$ cat src/rtl/gf11_perm_pkg.sv
// Shared constants for the GF(11) pseudo-random interleaver / deinterleaver pair.
// Holds the recurrence coefficients, the seed, the state type and the reference tables.
package gf11_perm_pkg;

  localparam int N = 8;
  localparam int P = 11;

  localparam logic [3:0] C1 = 4'd1;
  localparam logic [3:0] C2 = 4'd1;
  localparam logic [3:0] C3 = 4'd1;
  localparam logic [3:0] C4 = 4'd3;

  localparam logic [3:0] SEED0 = 4'd0;
  localparam logic [3:0] SEED1 = 4'd7;
  localparam logic [3:0] SEED2 = 4'd10;

  typedef enum logic {
    GEN = 1'b0,
    RUN = 1'b1
  } state_t;

  // Element j sits at index j: Q = {0,6,2,4,5,7,3,1}, Pf = {0,7,2,6,3,4,1,5}
  localparam logic [7:0][2:0] Q_ROM  = {3'd1, 3'd3, 3'd7, 3'd5, 3'd4, 3'd2, 3'd6, 3'd0};
  localparam logic [7:0][2:0] PF_ROM = {3'd5, 3'd1, 3'd4, 3'd3, 3'd6, 3'd2, 3'd7, 3'd0};

endpackage

$ cat src/rtl/gf11_seq_gen.sv
// Three-register mod-11 recurrence shared by the interleaver and deinterleaver.
// d2' = ((C1*d0 + C2*d1 + C3*d2) mod P * C4) mod P, then the registers shift down.
module gf11_seq_gen
  import gf11_perm_pkg::*;
(
  input  logic       clk,
  input  logic       rst,
  input  logic       step,
  input  logic       reseed,
  output logic [3:0] d0
);

  logic [3:0] d1;
  logic [3:0] d2;
  logic [3:0] d2_nxt;
  logic [7:0] lin;

  function automatic logic [3:0] mod_p(input logic [7:0] x);
    logic [7:0] r;
    r = x % 8'(P);
    return r[3:0];
  endfunction

  // Sum is reduced before the multiply so every operand stays within 0..10
  always_comb begin
    lin    = {4'd0, C1} * {4'd0, d0} + {4'd0, C2} * {4'd0, d1} + {4'd0, C3} * {4'd0, d2};
    d2_nxt = mod_p({4'd0, mod_p(lin)} * {4'd0, C4});
  end

  always_ff @(posedge clk) begin
    if (rst || reseed) begin
      d0 <= SEED0;
      d1 <= SEED1;
      d2 <= SEED2;
    end else if (step) begin
      d0 <= d1;
      d1 <= d2;
      d2 <= d2_nxt;
    end
  end

endmodule

$ cat src/rtl/deinterleaver_gf11.sv
// Receive-side GF(11) deinterleaver: builds the inverse permutation Q after reset/regen,
// then streams out[j] = in[Q[j]]. Macro DEINT_ROM_TABLE_EN replaces the generator by a fixed table.
module deinterleaver_gf11 #(
  parameter int N = 8,
  parameter int P = 11
) (
  input  logic         clk,
  input  logic         rst,
  input  logic         regen,
  input  logic         in_valid,
  output logic         in_ready,
  input  logic [N-1:0] Secventa_Intretesuta,
  output logic         out_valid,
  input  logic         out_ready,
  output logic [N-1:0] Secventa_Deintretesuta,
  output logic         table_ready
);
  import gf11_perm_pkg::*;

  if (N != 8 || P != 11) begin : g_bad_cfg
    $error("deinterleaver_gf11 supports only N=8, P=11");
  end

  state_t          state_q;
  state_t          state_d;
  logic [7:0][2:0] q_tab;
  logic            xfer;
  logic            vld_p1;
  logic [N-1:0]    data_p1;

  function automatic logic [N-1:0] apply_q(input logic [N-1:0] x, input logic [7:0][2:0] q);
    logic [N-1:0] r;
    r = '0;
    for (int j = 0; j < N; j++) r[j] = x[q[j]];
    return r;
  endfunction

`ifdef DEINT_ROM_TABLE_EN
  assign q_tab = Q_ROM;

  always_comb begin
    state_d = RUN;
  end
`else
  logic [3:0] gen_d0;
  logic       gen_unused;
  logic [2:0] k;
  logic [2:0] cnt;
  logic [7:0] used;
  logic       accept;

  gf11_seq_gen u_gen (
    .clk    (clk),
    .rst    (rst),
    .step   (state_q == GEN),
    .reseed (regen),
    .d0     (gen_d0)
  );

  assign k          = gen_d0[2:0];
  assign gen_unused = gen_d0[3];
  assign accept     = (state_q == GEN) && !used[k];

  always_comb begin
    state_d = state_q;
    if (regen) state_d = GEN;
    else if (accept && cnt == 3'd6) state_d = RUN;
  end

  // Index 0 is preset as used, so Q[0] keeps its cleared value of 0
  always_ff @(posedge clk) begin
    if (rst || regen) begin
      used  <= 8'h01;
      cnt   <= 3'd0;
      q_tab <= '0;
    end else if (accept) begin
      used[k]  <= 1'b1;
      q_tab[k] <= cnt + 3'd1;
      cnt      <= cnt + 3'd1;
    end
  end
`endif

  always_ff @(posedge clk) begin
    if (rst) state_q <= GEN;
    else     state_q <= state_d;
  end

  assign table_ready = (state_q == RUN);
  assign in_ready    = (state_q == RUN) && (!vld_p1 || out_ready);
  assign xfer        = in_valid && in_ready && !regen;

  // Stage p1: single output register; regen drops any held word
  always_ff @(posedge clk) begin
    if (rst) begin
      vld_p1  <= 1'b0;
      data_p1 <= '0;
    end else if (regen) begin
      vld_p1 <= 1'b0;
    end else if (xfer) begin
      vld_p1  <= 1'b1;
      data_p1 <= apply_q(Secventa_Intretesuta, q_tab);
    end else if (out_ready) begin
      vld_p1 <= 1'b0;
    end
  end

  assign out_valid              = vld_p1;
  assign Secventa_Deintretesuta = data_p1;

endmodule

$ cat config.mk
export PLATFORM = sky130hd
export DESIGN_NAME = deinterleaver_gf11
export DESIGN_NICKNAME = d
export VERILOG_FILES = /design/src/rtl/gf11_perm_pkg.sv /design/src/rtl/gf11_seq_gen.sv /design/src/rtl/deinterleaver_gf11.sv
export SDC_FILE = /design/constraint.sdc
export NUM_CORES = 1
export LEC_CHECK = 0
export CORE_UTILIZATION = 35
export DETAILED_ROUTE_END_ITERATION = 6
export PLACE_DENSITY_LB_ADDON = 0.1
export RECOVER_POWER = 25
export SYNTH_ARGS = -nofsm -noshare
export SYNTH_HDL_FRONTEND = slang
export SYNTH_SLANG_ARGS = --single-unit
$ cat constraint.sdc
create_clock -name clk -period 8.7 [get_ports clk]
set_clock_uncertainty 0.1 [all_clocks]
set_input_delay 0.87 -clock clk [delete_from_list [all_inputs] [get_ports clk]]
set_output_delay 0.87 -clock clk [all_outputs]
set_load 0.05 [all_outputs]
Word-level counts from Yosys, hierarchy flattened
Index checks and enable logic that the tools add are counted.
{"block": "totals", "reg_bits": 57, "out_inout_bits": 11, "word_cells": 75}
{"block": "op_classes", "add_sub_neg": 3, "mul": 1, "div_mod_pow": 2, "n_lt_le_gt_ge": 10, "eq_ne": 1, "n_mux": 25, "n_bitwise": 3, "reduce_logical": 14}
{"op": "less-than comparator 3 x 4 -> 1 bit (second input constant)", "n": 9}
{"op": "binary-select mux 1 bit (select 3 bit)", "n": 9}
{"op": "bitwise mux 24 bit", "n": 1}
{"op": "two-way mux 1 bit", "n": 12}
{"op": "demux 3 bit (select 3 bit)", "n": 1}
{"op": "adder 8 x 4 -> 8 bit", "n": 1}
{"op": "remainder unit 6 x 4 -> 8 bit (second input constant)", "n": 1}
{"op": "remainder unit 8 x 4 -> 8 bit (second input constant)", "n": 1}
{"op": "OR 8 bit", "n": 1}
{"op": "logical AND 1 bit", "n": 6}
{"op": "multiplier 4 x 2 -> 6 bit (second input constant)", "n": 1}
{"op": "adder 4 x 4 -> 5 bit", "n": 1}
{"op": "adder 3 x 1 -> 3 bit (second input constant)", "n": 1}
{"op": "demux 1 bit (select 3 bit)", "n": 1}
{"op": "equality test 3 bit (second input constant)", "n": 1}
{"op": "greater-or-equal comparator 3 x 1 -> 1 bit (second input constant)", "n": 1}
{"op": "zero test 1 bit", "n": 3}
{"op": "two-way mux 3 bit", "n": 1}
{"op": "logical OR 1 bit", "n": 2}
{"op": "inverter 1 bit", "n": 2}
{"op": "AND reduction 2 bit", "n": 1}
{"op": "nonzero test 2 bit", "n": 1}
{"op": "OR reduction 2 bit", "n": 1}

Logic depth before layout (Yosys ltp)
Gate-level depths: netlist of run 1.
{"block": "depth", "word_depth": 6, "mapped_depth": 47, "depth_no_buf": 45}

Modules after synthesis
A second synthesis of run 1 with hierarchy kept.
{"block": "unflattened", "cells_unflattened": 450, "hier_area_um2": 4217.8}
{"mod": "deinterleaver_gf11", "n_inst": 1, "cells_per_inst": 207, "area_each_um2": 2247.2, "seq_area_each_um2": 900.9}
{"mod": "gf11_seq_gen", "n_inst": 1, "cells_per_inst": 243, "area_each_um2": 1970.6, "seq_area_each_um2": 240.2}

Worst setup path before layout of run 1
OpenSTA, ideal clock, no wires.
{"block": "synth_path", "kind": "flip-flop to flip-flop", "from": "register u_gen.d0[1]", "to": "register u_gen.d2[1]", "t_arrival_ns": 8.821, "required_time_ns": 8.475, "setup_slack_ns": -0.346, "stages_incl_launch_ff": 46, "path_buffers": 2, "cell_sequence": "dfxtp_1 -> clkbuf_1 -> inv_1 -> fa_1 -> inv_1 -> ha_1 -> a211oi_2 -> o21ai_2 -> and2_1 -> ha_1 -> inv_1 -> o211ai_1 -> a31o_1 -> and2_0 -> ha_1 -> nand2b_1 -> o32a_1 -> a31oi_2 -> [10 not listed] -> fa_1 -> nor2_1 -> nand3_1 -> o32ai_2 -> nor3_1 -> a21oi_1 -> o211ai_1 -> ha_1 -> a32o_1 -> a32o_1 -> a311oi_2 -> o22ai_2 -> xnor2_1 -> inv_1 -> ha_1 -> nor2b_1 -> a221oi_1 -> nand2_1"}
{"block": "synth_via", "elab_chain_len": 5}
{"item": "start: declaration", "line_no": "gf11_seq_gen.sv:10", "text": "output logic [3:0] d0"}
{"item": "start signal: assignment", "line_no": "gf11_seq_gen.sv:32", "text": "d0 <= SEED0;"}
{"item": "start signal: assignment", "line_no": "gf11_seq_gen.sv:36", "text": "d0 <= d1;"}
{"item": "adder 4 x 4 -> 5 bit", "line_no": "gf11_seq_gen.sv:26", "text": "lin = {4'd0, C1} * {4'd0, d0} + {4'd0, C2} * {4'd0, d1} + {4'd0, C3} * {4'd0, d2};"}
{"item": "adder 8 x 4 -> 8 bit", "line_no": "gf11_seq_gen.sv:26"}
{"item": "remainder unit 8 x 4 -> 8 bit", "line_no": "gf11_seq_gen.sv:20", "text": "r = x % 8'(P);"}
{"item": "multiplier 4 x 2 -> 6 bit", "line_no": "gf11_seq_gen.sv:27", "text": "d2_nxt = mod_p({4'd0, mod_p(lin)} * {4'd0, C4});"}
{"item": "remainder unit 6 x 4 -> 8 bit", "line_no": "gf11_seq_gen.sv:20"}
{"item": "end signal: assignment", "line_no": "gf11_seq_gen.sv:38", "text": "d2 <= d2_nxt;"}
{"item": "end: declaration", "line_no": "gf11_seq_gen.sv:14", "text": "logic [3:0] d2;"}
No other way between the ends.
A chain may end at the register's enable or synchronous reset.

Final worst setup path of run 1
{"block": "layout_path", "from": "register u_gen.d0[0]", "to": "register u_gen.d2[1]"}
Same word-level chain as after synthesis.

==> impl_metrics.tcl, run 1 <==
set metrics [dict create \
    status "completed" \
    report.final.slew_viol_count 0 \
    cts_buffers 9 \
    r2r_setup_slack_ns 0.28 \
    clkTransAtPathRegs_ns 0.05 \
    io_buffers 23 \
    slowest_delay_ns 0.53 \
    drt-wirelength-per-cell_um 15.6 \
    cts_tree "built" \
    min_path_cells 1 \
    overflow 0 \
    drv_cap 0 \
    wl_mm 10.1 \
    grt_use_total 0.168 \
    layout_commonest_cell "nor2_1" \
    clock_latency_ns 0.33 \
    critPathCaptureType "flip-flop" \
    ctsHoldBuffers 0 \
    cp_max_fo 7 \
    coreArea_mm2 0.0114 \
    setup_viol 0 \
    cts_buffer_depth 2 \
    reg2reg_depth 42 \
    grt_max_degree 48 \
    synth_area_mm2 0.00410 \
    dr.pass1.iters 4 \
    layout.cells.most_common_list "nor2_1, dfxtp_1, buf_4" \
    netlist_instances 446 \
    n_fill_cell 1118 \
    syn_nets 481 \
    routabilityCongestion 0.819 \
    crit_type "reg2reg" \
    syn_to_final_growth_pct 27.6 \
    min_path_type "reg2reg" \
    ys_types 78 \
    routed-via-count 3553 \
    grt_pass1_vias 3215 \
    synth_edf_count 0 \
    ys.flop_type "dfxtp_1" \
    rows 39 \
    dp_hpwl_mm 7.52 \
    multi_input_area_mm2 0.00298 \
    cts.sinks 57 \
    die_w_um 110 \
    die_y_um 110 \
    drive_above_1_share 0.248 \
    pre_cts_ws_ns -0.0961 \
    yosys_warnings 0 \
    worstPathArrival_ns 8.54 \
    grt_pass1_wl_mm 15.7 \
    cts_max_level 3 \
    root_buffer "clkbuf_16" \
    yosysSeqAreaShare 0.279 \
    drc 0 \
    critPathSlowestCell "fa_2" \
    diodes 0 \
    start_kind "flip-flop" \
    max_freq_mhz 119 \
    min_period_over_period 0.968 \
    async_reset_ff_frac 0 \
    drtIter0Drc 134 \
    drtAntennaViolNets 0 \
    cp.required_ns 8.81 \
    antenna_found_initial 0 \
    syn-mean-instance-area_um2 9.18 \
    io_pins 24 \
    final-seq-area_mm2 0.00114 \
    finalHoldViolations 0 \
    start_util 0.359 \
    path_common_cell "nor2_4" \
    slew_headroom 0.319 \
    via_per_inst 5.46 \
    nets 538 \
    fin_ws_ns 0.275 \
    min_period_ns 8.42 \
    die_area_mm2 0.0121 \
    tightest_slew_ns 1.02 \
    synth_seq_cells 57 \
]
==> flip-flops by register name, indices dropped and copies added (netlist names) <==
signal                  count
cnt                         3
out_valid                   1
u_gen.d2                    4
q_tab                      24
u_gen.d1                    4
used                        8
u_gen.d0                    4
Secventa_Deintretesuta      8
table_ready                 1
==> worst paths after layout <==
path | start | end
setup / recovery | u_gen.d0[0] | u_gen.d2[1]
hold / removal | used[0] | used[0]
setup reg to reg | u_gen.d0[0] | u_gen.d2[1]
hold reg to reg | used[0] | used[0]
==> critical path: cells and delay by family (launching register included) <==
| family | cells | cell delay (ns) |
|---|---|---|
| adders and majority gates | 9 | 2.31 |
| buffers and inverters | 5 | 0.34 |
| muxes | 1 | 0.34 |
| AOI/OAI and AO/OA | 15 | 3.29 |
| and+or+nand+nor | 11 | 1.41 |
| DFF | 1 | 0.34 |
| xor gates and xnor gates | 1 | 0.19 |
==> timing repair <==
item / in CTS / in global routing
setup buffers: 3 / 17
pin swaps: 3 / 23
resized for setup: 2 / 37
endpoints found under the hold margin: 0 / 0
endpoints found under the setup margin: 2 / 4
==> per-layer routing <==
| metal | routed length, um | track usage | share of wire | vias to the layer above |
|---|---|---|---|---|
| met1 | 4260 | 0.193 | 0.42 | 1716 |
| met4 | 138 | 0.0742 | 0.014 | 0 |
| li1 | - | - | - | 1788 |
| met3 | 271 | 0.0288 | 0.027 | 8 |
| met5 | 0 | 0 | 0 | - |
| met2 | 5470 | 0.304 | 0.54 | 41 |
==> Yosys cell counts (all sizes together) (2+ instances only) <==
| library cell | number | area, um^2 |
|---|---|---|
| a311oi | 3 | 32.5 |
| a32oi | 5 | 51.3 |
| o21ai | 21 | 128 |
| o22ai | 2 | 18.8 |
| nor3b | 2 | 15.0 |
| xnor2 | 8 | 70.1 |
| a211oi | 19 | 148 |
| ha | 19 | 238 |
| mux2i | 37 | 370 |
| o311ai | 2 | 17.5 |
| nor2 | 78 | 293 |
| a21o | 4 | 30.0 |
| nand3 | 7 | 35.0 |
| a2111oi | 2 | 42.5 |
| and2 | 4 | 25.0 |
| clkinv | 2 | 7.51 |
| nand2b | 6 | 37.5 |
| nand2 | 18 | 67.6 |
| a211o | 2 | 17.5 |
| a21oi | 17 | 88.8 |
| mux4 | 16 | 360 |
| fa | 3 | 60.1 |
| clkbuf | 13 | 48.8 |
| nand3b | 3 | 22.5 |
| inv | 18 | 67.6 |
| mux2 | 4 | 52.6 |
| or3 | 4 | 30.0 |
| o211ai | 5 | 42.5 |
| buf | 5 | 38.8 |
| a31oi | 3 | 31.3 |
| xor2 | 6 | 71.3 |
| a32o | 4 | 41.3 |
| and3 | 3 | 18.8 |
| nor2b | 6 | 37.5 |
| a22o | 2 | 17.5 |
| nor3 | 13 | 76.3 |
| o2111ai | 2 | 17.5 |
| nor4 | 3 | 18.8 |
| dfxtp | 57 | 1140 |
==> cells by family after synthesis <==
group,Yosys count,synth area share
xor+xnor,14,0.0345
mux,57,0.191
compound gates,107,0.211
simple gates,151,0.172
buf+inv,38,0.0397
fa+ha+maj,22,0.0727
flops,57,0.279
==> cell type report <==
type / instances / share of cell area
Tap cell: 143 / 0.0342
Sequential cell: 57 / 0.219
Inverter: 20 / 0.0144
Clock buffer: 14 / 0.0524
Multi-Input combinational cell: 351 / 0.570
Timing Repair Buffer: 64 / 0.104
Clock inverter: 2 / 0.00670
==> through the flow <==
step                      setup TNS, ns  hold WS (ns)  utilization  cells  cell area (um^2)
final                                 0         0.349        0.458    651              5230
after global routing             -0.128         0.386        0.458    651              5230
after CTS                             0         0.355        0.434    634              4950
after detailed placement        -0.0961         0.341        0.404    615              4610
after global placement                0         0.329        0.404    615              4610
after floorplan                       0         0.315            -    446              4130
Power of run 1 is left out: the tool's default activity adds up to more than one toggle a clock period on the data nets, which glitch-free logic cannot reach.
==> run 2, diff against run 1 <==
- PLACE_DENSITY: default -> 0.54
- PLACE_DENSITY_LB_ADDON: 0.1 -> default
==> run 2 against run 1 <==
Non-clock buffer count decreased by 6. Design area decreased by 0.26%. Final cell count decreased by 0.92%. Largest cell class unchanged. Hold slack improved by 0.0053 ns. Critical path type unchanged. Global-route usage decreased by 0.38 points. Register-to-register slack improved by 0.06 ns. Sequential share of layout area increased by 0.082 points. Utilization decreased by 0.12 points. Clock-buffer cell count decreased by 5. Flip-flop and latch count unchanged.
==> impl_metrics.tcl, run 2 (synthesis results as in run 1) <==
set metrics [dict create \
    cts.sinks 57 \
    drv_cap 0 \
    grtUsageMet2 0.272 \
    syn_to_final_growth_pct 27.2 \
    grt_util_met3 0.0276 \
    min_period_over_period 0.961 \
    routabilityCongestion 0.821 \
    root_buffer "clkbuf_16" \
    tightest_slew_ns 1.07 \
    finalHoldViolations 0 \
    clock_latency_ns 0.32 \
    overflow 0 \
    min_period_ns 8.36 \
    wl_mm 9.69 \
    grt_busiest_layer "met2" \
    cp.required_ns 8.80 \
    multi_input_area_mm2 0.00297 \
    drtAntennaViolNets 0 \
    largest-register "q_tab" \
    worstReg2RegEnd "u_gen.d2[1]" \
    drive_above_1_share 0.251 \
    cts_tree "built" \
    io_buffers 23 \
    setup_viol 0 \
    cts_max_level 3 \
    utilization 0.456 \
    critPathSlowestCell "fa_2" \
    max_freq_mhz 120 \
    cts_buffers 9 \
    largest_reg_flops 24 \
    grt_pass1_wl_mm 15.8 \
    min_path_cells 2 \
    start_util 0.359 \
    r2r-start "u_gen.d0[0]" \
    drtIter0Drc 147 \
    r2r_setup_slack_ns 0.34 \
    routed-via-count 3580 \
    cp_max_fo 6 \
    dr.pass1.iters 4 \
    diodes 0 \
    die_y_um 110 \
    grt_pass1_vias 3259 \
    grt_use_total 0.164 \
    die_w_um 110 \
    io_pins 24 \
    drc 0 \
    ctsHoldBuffers 0 \
    cts_buffer_depth 2 \
    slew_headroom 0.283 \
    antenna_found_initial 0 \
    grt_use_met1 0.217 \
    worstHoldStart "used[1]" \
    hold-path-endpoint "used[1]" \
    die_area_mm2 0.0121 \
    reg2reg_depth 43 \
    drt-wirelength-per-cell_um 15.0 \
    layout.cells.most_common_list "nor2_1, dfxtp_1, mux2i_1" \
    dp_hpwl_mm 7.02 \
    via_per_inst 5.55 \
    n_fill_cell 1107 \
    final-seq-area_mm2 0.00114 \
    slowest_delay_ns 0.52 \
    coreArea_mm2 0.0114 \
    grt_max_degree 48 \
    layout_commonest_cell "nor2_1" \
    start_kind "flip-flop" \
    crit_type "reg2reg" \
    clkTransAtPathRegs_ns 0.05 \
    report.final.slew_viol_count 0 \
    critPathCaptureType "flip-flop" \
    rows 39 \
    worstPathArrival_ns 8.46 \
    min_path_type "reg2reg" \
    status "completed" \
    nets 532 \
]
-- run 2: cell types whose count changed in the layout (fill, tap and decap cells not counted), sizes merged --
cell	delta
bufinv	+2
clkbuf	-5
buf	-6
clkinvlp	+2
clkinv	+1
-- run 2: worst max-delay path by stage --
stage / startpoint / end / slack [ns] / depth (start not counted)
final: u_gen.d0[0] / u_gen.d2[1] / 0.34 / 43
after global routing: u_gen.d1[0] / u_gen.d2[1] / -0.06 / 42
after CTS: u_gen.d1[0] / u_gen.d2[1] / 0.003 / 45
after detailed placement: u_gen.d1[0] / u_gen.d2[1] / -0.04 / 45
after global placement: u_gen.d1[0] / u_gen.d2[1] / 0.22 / 43
after floorplan: u_gen.d0[1] / u_gen.d2[1] / 0.04 / 45
-- run 2: through the flow --
stage	hold WS [ns]	TNS, ns	area [um^2]	setup WS, ns	cells
floorplan	0.315	0	4130	0.0354	446
global placement	0.331	0	4600	0.224	614
detailed placement	0.348	-0.0360	4600	-0.0360	614
CTS	0.351	0	4980	0.00252	633
global route	0.381	-0.0793	5210	-0.0569	645
finish	0.355	0	5210	0.339	645
-- run 2: repair_timing --
| item | in CTS | in global routing |
|---|---|---|
| setup endpoints to repair | 2 | 4 |
| setup buffers | 3 | 12 |
| gates resized for setup | 1 | 38 |
| gates cloned | 0 | 0 |
| pin swaps | 4 | 26 |
-- run 2: critical path: cells and delay by family (launching register included) --
kind,cells,cell delay (ns)
adders and majority gates,10,2.49
buffers and inverters,6,0.48
muxes,1,0.33
and+or+nand+nor,10,1.16
AOI/OAI and AO/OA,15,3.03
xor gates and xnor gates,1,0.27
DFF,1,0.33
-- run 2: area by class of cell --
class / instances / share of cell area
clock inverter: 7 / 0.0228
inverter: 20 / 0.0144
sequential: 57 / 0.219
multi-input combinational: 351 / 0.571
tap: 143 / 0.0343
timing repair buffer: 58 / 0.0953
clock buffer: 9 / 0.0432
-- run 2: per-layer routing --
layer | vias up | part of all wire
met5 | - | 0
met3 | 7 | 0.036
met4 | 0 | 0.0098
met1 | 1717 | 0.48
li1 | 1777 | -
met2 | 79 | 0.48
Power of run 2 is left out for the same reason.
